$ cat config.mk
export PLATFORM = sky130hd
export DESIGN_NAME = mul_client_flat
export DESIGN_NICKNAME = d
export VERILOG_FILES = /design/src/rtl/mul_client_if.sv /design/src/rtl/mul_client.sv /design/src/flat_wrapper.sv
export SDC_FILE = /design/constraint.sdc
export NUM_CORES = 1
export LEC_CHECK = 0
export CAP_MARGIN = 20
export CORE_MARGIN = 4
export CORE_UTILIZATION = 45
export CTS_BUF_LIST = sky130_fd_sc_hd__clkbuf_2
export DETAILED_ROUTE_END_ITERATION = 10
export HOLD_SLACK_MARGIN = 0.02
export PLACE_DENSITY_LB_ADDON = 0.15
export SLEW_MARGIN = 30
export SYNTH_ARGS = -nofsm -noshare
export SYNTH_HDL_FRONTEND = slang
export SYNTH_SLANG_ARGS = --single-unit
$ cat constraint.sdc
create_clock -name clk -period 10.62 [get_ports clk]
set_input_delay 1.593 -clock clk [delete_from_list [all_inputs] [get_ports clk]]
set_output_delay 1.593 -clock clk [all_outputs]
set_load 0.02 [all_outputs]
$ cat src/rtl/mul_client_if.sv
// Request, FIFO-pair and result signals of the multiply-engine client.
// master is the client side, slave is the requester/FIFO side.
interface mul_client_if #(
  parameter int RAH_PACKET_WIDTH = 48
);
  logic [RAH_PACKET_WIDTH-1:0]   op_a;
  logic [RAH_PACKET_WIDTH-1:0]   op_b;
  logic                          req_valid;
  logic                          req_ready;
  logic [RAH_PACKET_WIDTH-1:0]   tx_data;
  logic                          tx_wren;
  logic                          tx_full;
  logic [RAH_PACKET_WIDTH-1:0]   rx_data;
  logic                          rx_rden;
  logic                          rx_empty;
  logic [2*RAH_PACKET_WIDTH-1:0] product;
  logic                          product_valid;
  logic                          busy;

  modport master (
    input  op_a, op_b, req_valid, tx_full, rx_data, rx_empty,
    output req_ready, tx_data, tx_wren, rx_rden, product, product_valid, busy
  );

  modport slave (
    output op_a, op_b, req_valid, tx_full, rx_data, rx_empty,
    input  req_ready, tx_data, tx_wren, rx_rden, product, product_valid, busy
  );
endinterface

$ cat src/rtl/mul_client.sv
// Pushes operands A then B to the multiply engine, pops the high then low
// result words and presents the reassembled double-width product.
module mul_client #(
  parameter int RAH_PACKET_WIDTH = 48
) (
  input  logic            clk,
  input  logic            rst,
  mul_client_if.master    bus
);
  localparam int W = RAH_PACKET_WIDTH;

  typedef enum logic [3:0] {
    IDLE, WR_A, WR_B, HI_REQ, HI_WAIT, HI_CAP, LO_REQ, LO_WAIT, LO_CAP, DONE
  } state_t;

  state_t         state_reg;
  logic [W-1:0]   op_a_reg;
  logic [W-1:0]   op_b_reg;
  logic [W-1:0]   hi_word_reg;
  logic [W-1:0]   tx_data_reg;
  logic           tx_wren_reg;
  logic           rx_rden_reg;
  logic [2*W-1:0] product_reg;
  logic           product_valid_reg;

  assign bus.req_ready     = (state_reg == IDLE);
  assign bus.busy          = (state_reg != IDLE);
  assign bus.tx_data       = tx_data_reg;
  assign bus.tx_wren       = tx_wren_reg;
  assign bus.rx_rden       = rx_rden_reg;
  assign bus.product       = product_reg;
  assign bus.product_valid = product_valid_reg;

  always_ff @(posedge clk or posedge rst) begin
    if (rst) begin
      state_reg         <= IDLE;
      op_a_reg          <= '0;
      op_b_reg          <= '0;
      hi_word_reg       <= '0;
      tx_data_reg       <= '0;
      tx_wren_reg       <= 1'b0;
      rx_rden_reg       <= 1'b0;
      product_reg       <= '0;
      product_valid_reg <= 1'b0;
    end else begin
      // Strobes default low so every write/read/valid is a single-cycle pulse.
      tx_wren_reg       <= 1'b0;
      rx_rden_reg       <= 1'b0;
      product_valid_reg <= 1'b0;
      case (state_reg)
        IDLE: begin
          if (bus.req_valid) begin
            op_a_reg  <= bus.op_a;
            op_b_reg  <= bus.op_b;
            state_reg <= WR_A;
          end
        end
        WR_A: begin
          if (!bus.tx_full) begin
            tx_data_reg <= op_a_reg;
            tx_wren_reg <= 1'b1;
            state_reg   <= WR_B;
          end
        end
        WR_B: begin
          if (!bus.tx_full) begin
            tx_data_reg <= op_b_reg;
            tx_wren_reg <= 1'b1;
            state_reg   <= HI_REQ;
          end
        end
        HI_REQ: begin
          if (!bus.rx_empty) begin
            rx_rden_reg <= 1'b1;
            state_reg   <= HI_WAIT;
          end
        end
        // rx_data lags the read strobe by one cycle, hence the WAIT states.
        HI_WAIT: state_reg <= HI_CAP;
        HI_CAP: begin
          hi_word_reg <= bus.rx_data;
          state_reg   <= LO_REQ;
        end
        LO_REQ: begin
          if (!bus.rx_empty) begin
            rx_rden_reg <= 1'b1;
            state_reg   <= LO_WAIT;
          end
        end
        LO_WAIT: state_reg <= LO_CAP;
        LO_CAP: begin
          product_reg       <= {hi_word_reg, bus.rx_data};
          product_valid_reg <= 1'b1;
          state_reg         <= DONE;
        end
        DONE:    state_reg <= IDLE;
        default: state_reg <= IDLE;
      endcase
    end
  end
endmodule

$ cat src/flat_wrapper.sv
// flat-port wrapper written by rule: the top's interface ports become plain ports
module mul_client_flat 
#(
  parameter int RAH_PACKET_WIDTH = 48
)
  (clk, rst, bus_op_a, bus_op_b, bus_req_valid, bus_tx_full, bus_rx_data, bus_rx_empty, bus_req_ready, bus_tx_data, bus_tx_wren, bus_rx_rden, bus_product, bus_product_valid, bus_busy);
  mul_client_if #(.RAH_PACKET_WIDTH(RAH_PACKET_WIDTH)) bus_i ();
  input  logic clk;
  input  logic rst;
  input wire logic [$bits(bus_i.op_a)-1:0] bus_op_a;
  input wire logic [$bits(bus_i.op_b)-1:0] bus_op_b;
  input wire logic [$bits(bus_i.req_valid)-1:0] bus_req_valid;
  input wire logic [$bits(bus_i.tx_full)-1:0] bus_tx_full;
  input wire logic [$bits(bus_i.rx_data)-1:0] bus_rx_data;
  input wire logic [$bits(bus_i.rx_empty)-1:0] bus_rx_empty;
  output wire logic [$bits(bus_i.req_ready)-1:0] bus_req_ready;
  output wire logic [$bits(bus_i.tx_data)-1:0] bus_tx_data;
  output wire logic [$bits(bus_i.tx_wren)-1:0] bus_tx_wren;
  output wire logic [$bits(bus_i.rx_rden)-1:0] bus_rx_rden;
  output wire logic [$bits(bus_i.product)-1:0] bus_product;
  output wire logic [$bits(bus_i.product_valid)-1:0] bus_product_valid;
  output wire logic [$bits(bus_i.busy)-1:0] bus_busy;
  assign bus_i.op_a = bus_op_a;
  assign bus_i.op_b = bus_op_b;
  assign bus_i.req_valid = bus_req_valid;
  assign bus_i.tx_full = bus_tx_full;
  assign bus_i.rx_data = bus_rx_data;
  assign bus_i.rx_empty = bus_rx_empty;
  assign bus_req_ready = bus_i.req_ready;
  assign bus_tx_data = bus_i.tx_data;
  assign bus_tx_wren = bus_i.tx_wren;
  assign bus_rx_rden = bus_i.rx_rden;
  assign bus_product = bus_i.product;
  assign bus_product_valid = bus_i.product_valid;
  assign bus_busy = bus_i.busy;
  mul_client #(.RAH_PACKET_WIDTH(RAH_PACKET_WIDTH)) u_core (.clk(clk), .rst(rst), .bus(bus_i));
endmodule
==> results of run 1 <==
-- placed cells by master, fill, tap and decap left out, types with 3 or more instances in the layout --
master / n
clkdlybuf4s50_1: 297
dfrtp_1: 295
mux2_2: 291
clkbuf_2: 107
mux2_4: 40
clkinv_1: 20
buf_4: 8
mux2_1: 5
a21oi_1: 4
inv_1: 3
nor2_1: 3
-- cell usage after synthesis, drive strengths merged --
cell type / instances
nor2: 3
a22oi: 1
dfrtp: 295
or4: 1
a21oi: 4
nand2b: 2
buf: 38
inv: 4
mux2i: 1
nand2: 2
nor3: 2
xnor2: 2
nor4: 2
o21bai: 1
o211ai: 2
mux2: 336
or4b: 1
o21ai: 1
clkbuf: 1
nor4b: 3
-- path summary, 6_finish.rpt --
kind	startpoint	to	slack (ps)	depth (start not counted)
setup / recovery	u_core.state_reg[2]	bus_req_ready	6440	2
hold / removal	u_core.hi_word_reg[21]	u_core.bus.product[69]	430	1
setup reg to reg	u_core.state_reg[3]	u_core.bus.product[21]	7790	4
hold reg to reg	u_core.hi_word_reg[21]	u_core.bus.product[69]	430	1
max in group asynchronous	rst	u_core.bus.tx_data[37]	7290	4
min in group asynchronous	rst	u_core.bus.product[69]	1300	2
-- final cells by class --
| type | count | area, sq um |
|---|---|---|
| repair buffers | 307 | 3060 |
| inverters | 4 | 22.5 |
| well taps | 335 | 419 |
| diodes | 2 | 5.00 |
| flip-flops and latches | 295 | 7380 |
| clock buffers | 107 | 536 |
| fillers | 2085 | 10200 |
| multi-input cells | 364 | 4190 |
| clock inverters | 26 | 139 |
-- metrics by stage --
step | cells | area (sq um)
after floorplan | 702 | 11800
after global placement | 1305 | 15100
after detailed placement | 1305 | 15100
after CTS | 1438 | 15700
after global routing | 1440 | 15700
final | 1440 | 15700
-- power breakdown --
part / internal (mW) / switching, mW / total, mW
Sequential: 1.66 / 0.285 / 1.94
Clock: 0.297 / 0.447 / 0.744
Combinational: 1.21 / 0.849 / 2.06
Total: 3.17 / 1.58 / 4.75
-- kinds of logic after synthesis --
family,after synthesis
AO/OA/AOI/OAI,9
multiplexers,337
AND/OR/NAND/NOR,16
buffers and inverters,43
flip-flops,295
XOR/XNOR,2
-- worst reg2reg max path, cell delays in order, from the launching register on --
cell     delay, ps
dfrtp_1        690
nor4b_4        290
buf_4          450
buf_4          740
mux2_2         480
-- routing by layer --
layer	part of all wire (%)	vias up	GRT usage, %	wire, microns
met2	45	237	26.6	11700
met3	10	44	8.43	2680
met5	0.092	-	0	24
met1	43	3536	22.8	11100
met4	1.9	4	6.11	501
li1	-	3255	-	-
==> summary.txt, run 1 <==
Run status
  – Outcome: finished, final reports clean

Clocking
  – CTS clk-pin slew, worst paths: 90 ps
  – Htree depth: 3
  – Cells resized by post-CTS repair: 0
  – Clock buffer depth: 3
  – CTS Buf Count: 77
  – CTS tree: built
  – Total number of clock tree sinks: 295
  – Post-CTS Repair Setup Buffers: 0
  – Clock root cell: clkbuf_2
  – Hold_buf cts: 0
  – Clock Latency Late Sink: 820 ps

Routing
  – Drt initial violations: 237
  – Via count: 7076
  – Drt total wl: 26000 microns
  – Routed wire per std cell: 18.1 microns
  – Antenna-violating nets left: 0
  – Via density: 4.91
  – First-pass DRT Iterations: 4
  – DRC Markers: 0

Cells and area
  – Area growth syn-to-layout: 33.4%
  – Core Util, Final: 60.8%
  – Max reg flops: 96
  – Share of cells above drive strength 1: 41.9%
  – Final #Nets: 1198

Synthesis
  – Synth Area in Adders: 0%
  – Synthesized area per cell: 16.8 sq um
  – Yosys top cell by area: dfrtp_1
  – Synth Area in Compound Gates: 0.466%
  – Post-synthesis cell count: 702
  – Syn_nets: 851
  – Mapped Area: 0.0118 sq mm
  – Simple-Gate Fraction of Synth Area: 1.21%
  – Synth unique cells: 28
  – Number of synthesized register bits: 295
  – Post-synth top area share: 62.5%
  – Combinational family with the most area after synthesis: multiplexers
  – Synth top area cells: dfrtp_1 63%, mux2_2 28%, mux2_4 5.1%, buf_2 0.97%, buf_4 0.64%
  – Post-synthesis sequential area ratio: 62.5%
  – Ys Warns: 0
  – Portion of netlist area occupied by mux cells: 33.4%
  – Post-Synth XOR/XNOR Area: 0.148%

Critical path
  – Nature of the critical path endpoint: primary output
  – Top Family by Delay on Critical Path: buffers and inverters
  – CP bufs+invs: 1
  – Crit path launch type: flop
  – Critical Path RT: 9030 ps
  – CP Cell Sequence: nor4_4 > clkdlybuf4s50_1
  – Max Fanout on Critical Path: 13
  – Arr. time, crit path: 2590 ps
  – CP peak stage delay: 680 ps
  – CP max-delay cell: clkdlybuf4s50_1
  – Setup CP Type: reg -> out

Timing
  – Period utilization: 39.4%
  – Final setup fails: 0
  – Minimum clock period: 4180 ps
  – Final hold vios: 0
  – Setup TNS: 0 ps
  – Unrepaired setup endpoints after global routing: false
  – Worst setup margin: 6440 ps
  – Clk_skew: 90.7 ps
  – Relative slew margins: 42.7%
  – Slew @ Worst Pin: 859 ps
  – F_max: 239 MHz
  – Worst hold slack: 434 ps
  – Final slew viol count: 0

Placement
  – Pre-CTS setup slack: 6320 ps
  – Final Wtd Congestion: 0.730
  – IO buf count: 297
  – Placed wire-length estimate: 16800 microns

Global route
  – Vias in the first global route: 7759
  – Initial antenna violation count: 3
  – Gr usage total: 17.7%
  – Remaining Overflow, GRT: 0
  – Largest net degree at the start of global routing: 106
  – First-pass GRT wire length: 40700 microns

Power
  – PwrDens: 301 mW/mm^2
  – Final Power: 4.75 mW
  – Leakage Power: 7.04 nW
  – Peak VDD IR: 0.000170 V

Worst hold path
  – Hold/Removal Path Class: reg -> reg

Floorplanning
  – Core Region: 0.0259 sq mm
  – FP Rows: 59
  – Die width: 170 microns
  – Die Y: 170 microns
  – Die Area: 0.0289 sq mm
  – Initial Utilization: 45.6%
  – # IOs: 298

Run
  – Maxcap violations: 0
Power figures use the tool's default switching activity.
==> run 2, diff against run 1 <==
Clock period 10.62 ns to 3.4 ns, I/O delays scaled along.
==> run 2 against run 1 <==
Power grew to 3.1 times the previous value. First-iteration DRC count is 4.6% higher. Via count is 0.27% lower. Die area stayed put.
==> summary.txt, run 2 (synthesized netlist as in run 1, its figures left out) <==
Cells and area
  – Core Util, Final: 61.2% (+0.45 points)
  – Final #Nets: 1206 (+0.67%)
  – Footprint of the multi-input gates: 0.00419 sq mm (unchanged)
  – Max reg flops: 96 (unchanged)
  – Fillers: 2112 (+1.3%)
  – Final instance area: 0.0159 sq mm (+0.75%)
  – Commonest cells after routing, fill and taps aside: 297 x clkdlybuf4s50_1, 295 x dfrtp_1, 291 x mux2_2, 120 x clkbuf_2, 40 x mux2_4
  – Area growth syn-to-layout: 34.4%
  – Share of cells above drive strength 1: 43.6% (+1.7 points)
  – Register Area: 0.00738 sq mm (unchanged)
  – Most common library cell in the layout ignoring fill and taps: clkdlybuf4s50_1

Routing
  – First-pass DRT Iterations: 4 (unchanged)
  – Drt initial violations: 248 (+4.6%)
  – Antenna-violating nets left: 0 (unchanged)
  – DRC Markers: 0 (unchanged)
  – Drt total wl: 25800 microns (-0.87%)
  – Via density: 4.88 (-0.61%)
  – DR WL met3: 2570 microns (-3.8%)
  – Routed wire per std cell: 17.8 microns (-1.2%)
  – M1 WL: 11300 microns (+2.3%)
  – Top layer in use: met4
  – Via count: 7057 (-0.27%)
  – DR WL met2: 11400 microns (-2.9%)

Floorplanning
  – FP Rows: 59 (unchanged)
  – Initial Utilization: 45.6% (unchanged)
  – Core Region: 0.0259 sq mm (unchanged)
  – Die Area: 0.0289 sq mm (unchanged)
  – # IOs: 298 (unchanged)
  – Die width: 170 microns (unchanged)
  – Die Y: 170 microns (unchanged)

Placement
  – Final Wtd Congestion: 0.733 (+0.47%)
  – Placed wire-length estimate: 17100 microns (+2.1%)
  – DP Area: 0.0152 sq mm (+0.91%)
  – IO buf count: 297 (unchanged)
  – Pre-CTS setup slack: 992 ps (-5320 ps)

Timing
  – Unrepaired setup endpoints after global routing: false
  – Setup TNS: 0 ps (unchanged)
  – Final slew viol count: 0 (unchanged)
  – Final setup fails: 0 (unchanged)
  – Slew @ Worst Pin: 787 ps (-72.3 ps)
  – Relative slew margins: 47.4% (+4.7 points)
  – Final hold vios: 0 (unchanged)
  – Worst setup margin: 294 ps (-6140 ps)
  – Minimum clock period: 3110 ps
  – Period utilization: 91.4%
  – Clk_skew: 80.4 ps (-10.3 ps)
  – F_max: 322 MHz

Clocking
  – CTS Buf Count: 78 (+1.3%)
  – Htree depth: 3 (unchanged)
  – CTS tree: built
  – Post-CTS Repair Setup Buffers: 0 (unchanged)
  – Hold_buf cts: 0 (unchanged)
  – Clock Latency Late Sink: 810 ps (about the same)
  – Cells resized by post-CTS repair: 0 (unchanged)
  – Clock buffer depth: 3 (unchanged)
  – Clock root cell: clkbuf_2
  – Total number of clock tree sinks: 295 (unchanged)
  – CTS clk-pin slew, worst paths: 100 ps (about the same)

Critical path
  – Setup CP Type: reg -> out
  – Critical Path RT: 2890 ps (-6140 ps)
  – Crit path launch type: flop
  – Nature of the critical path endpoint: primary output
  – Worst R2R Setup Slack: 1040 ps (-6750 ps)
  – Arr. time, crit path: 2600 ps (about the same)
  – Max Fanout on Critical Path: 13 (unchanged)

Global route
  – First-pass GRT wire length: 41100 microns (+1.0%)
  – Largest net degree at the start of global routing: 83 (-22%)
  – Remaining Overflow, GRT: 0 (unchanged)
  – Gr usage total: 17.8% (+0.047 points)
  – Initial antenna violation count: 1 (-2)
  – Vias in the first global route: 7775 (+0.21%)

Power
  – Switching power: 4.93 mW (+210%)
  – Switching Fraction: 33.1% (-0.17 points)
  – Clock power frac: 15.5% (-0.2 points)
  – PwrDens: 937 mW/mm^2 (+210%)
  – Peak VDD IR: 0.000514 V (+200%)
  – Final Power: 14.9 mW (+210%)
  – Int Pwr: 9.94 mW (+210%)
  – Leakage Power: 7.11 nW (+0.99%)
  – Sequential Power Share: 40.9% (about the same)
  – Gate power share: 43.6% (+0.2 points)

Run
  – Maxcap violations: 0 (unchanged)

Run status
  – Outcome: finished, final reports clean

Worst hold path
  – Hold/Removal Path Class: in -> async
[run 2: worst paths after layout]
path | from | end | cells past startpoint
worst max-delay path | u_core.state_reg[2] | bus_req_ready | 2
worst min-delay path | rst | u_core.op_a_reg[4] | 2
worst max register to register | u_core.state_reg[2] | u_core.op_a_reg[11] | 4
worst min register to register | u_core.hi_word_reg[25] | u_core.bus.product[73] | 1
max in group asynchronous | rst | u_core.bus.product[50] | 3
min in group clk | bus_op_b[7] | u_core.op_b_reg[7] | 2
[run 2: final cells by class]
| class | count | share of cell area, % |
|---|---|---|
| timing repair buffer | 314 | 20.1 |
| antenna | 2 | 0.0316 |
| inverter | 4 | 0.118 |
| clock inverter | 11 | 0.394 |
| multi-input combinational | 364 | 26.4 |
| sequential | 295 | 46.5 |
| tap | 335 | 2.64 |
| clock buffer | 120 | 3.79 |
[run 2: metal layers]
metal	track usage [%]	vias up
met5	0	-
met4	6.49	0
met3	7.92	36
met2	25.9	250
met1	23.6	3515
li1	-	3256
[run 2: worst max-delay path: stages, from the launching register on]
cell and delay (ps):
dfrtp_1 610, nor4_4 510, clkdlybuf4s50_1 680
[run 2: power by group through the flow]
| stage | Combinational [mW] | Sequential, mW | Clock (mW) |
|---|---|---|---|
| final | 6.48 | 6.07 | 2.31 |
| after global placement | 6.47 | 6.09 | 0 |
| after CTS | 6.59 | 6.09 | 2.44 |
| after floorplan | 3.30 | 6.86 | 0 |
| after global routing | 6.92 | 6.30 | 2.66 |
| after detailed placement | 6.57 | 6.14 | 0 |
[run 2: per-stage QoR]
stage | hold slack [ps] | instances
detailed placement | 480 | 1312
global placement | 471 | 1312
global route | 104 | 1445
finish | 186 | 1445
floorplan | 474 | 702
CTS | 80.4 | 1443
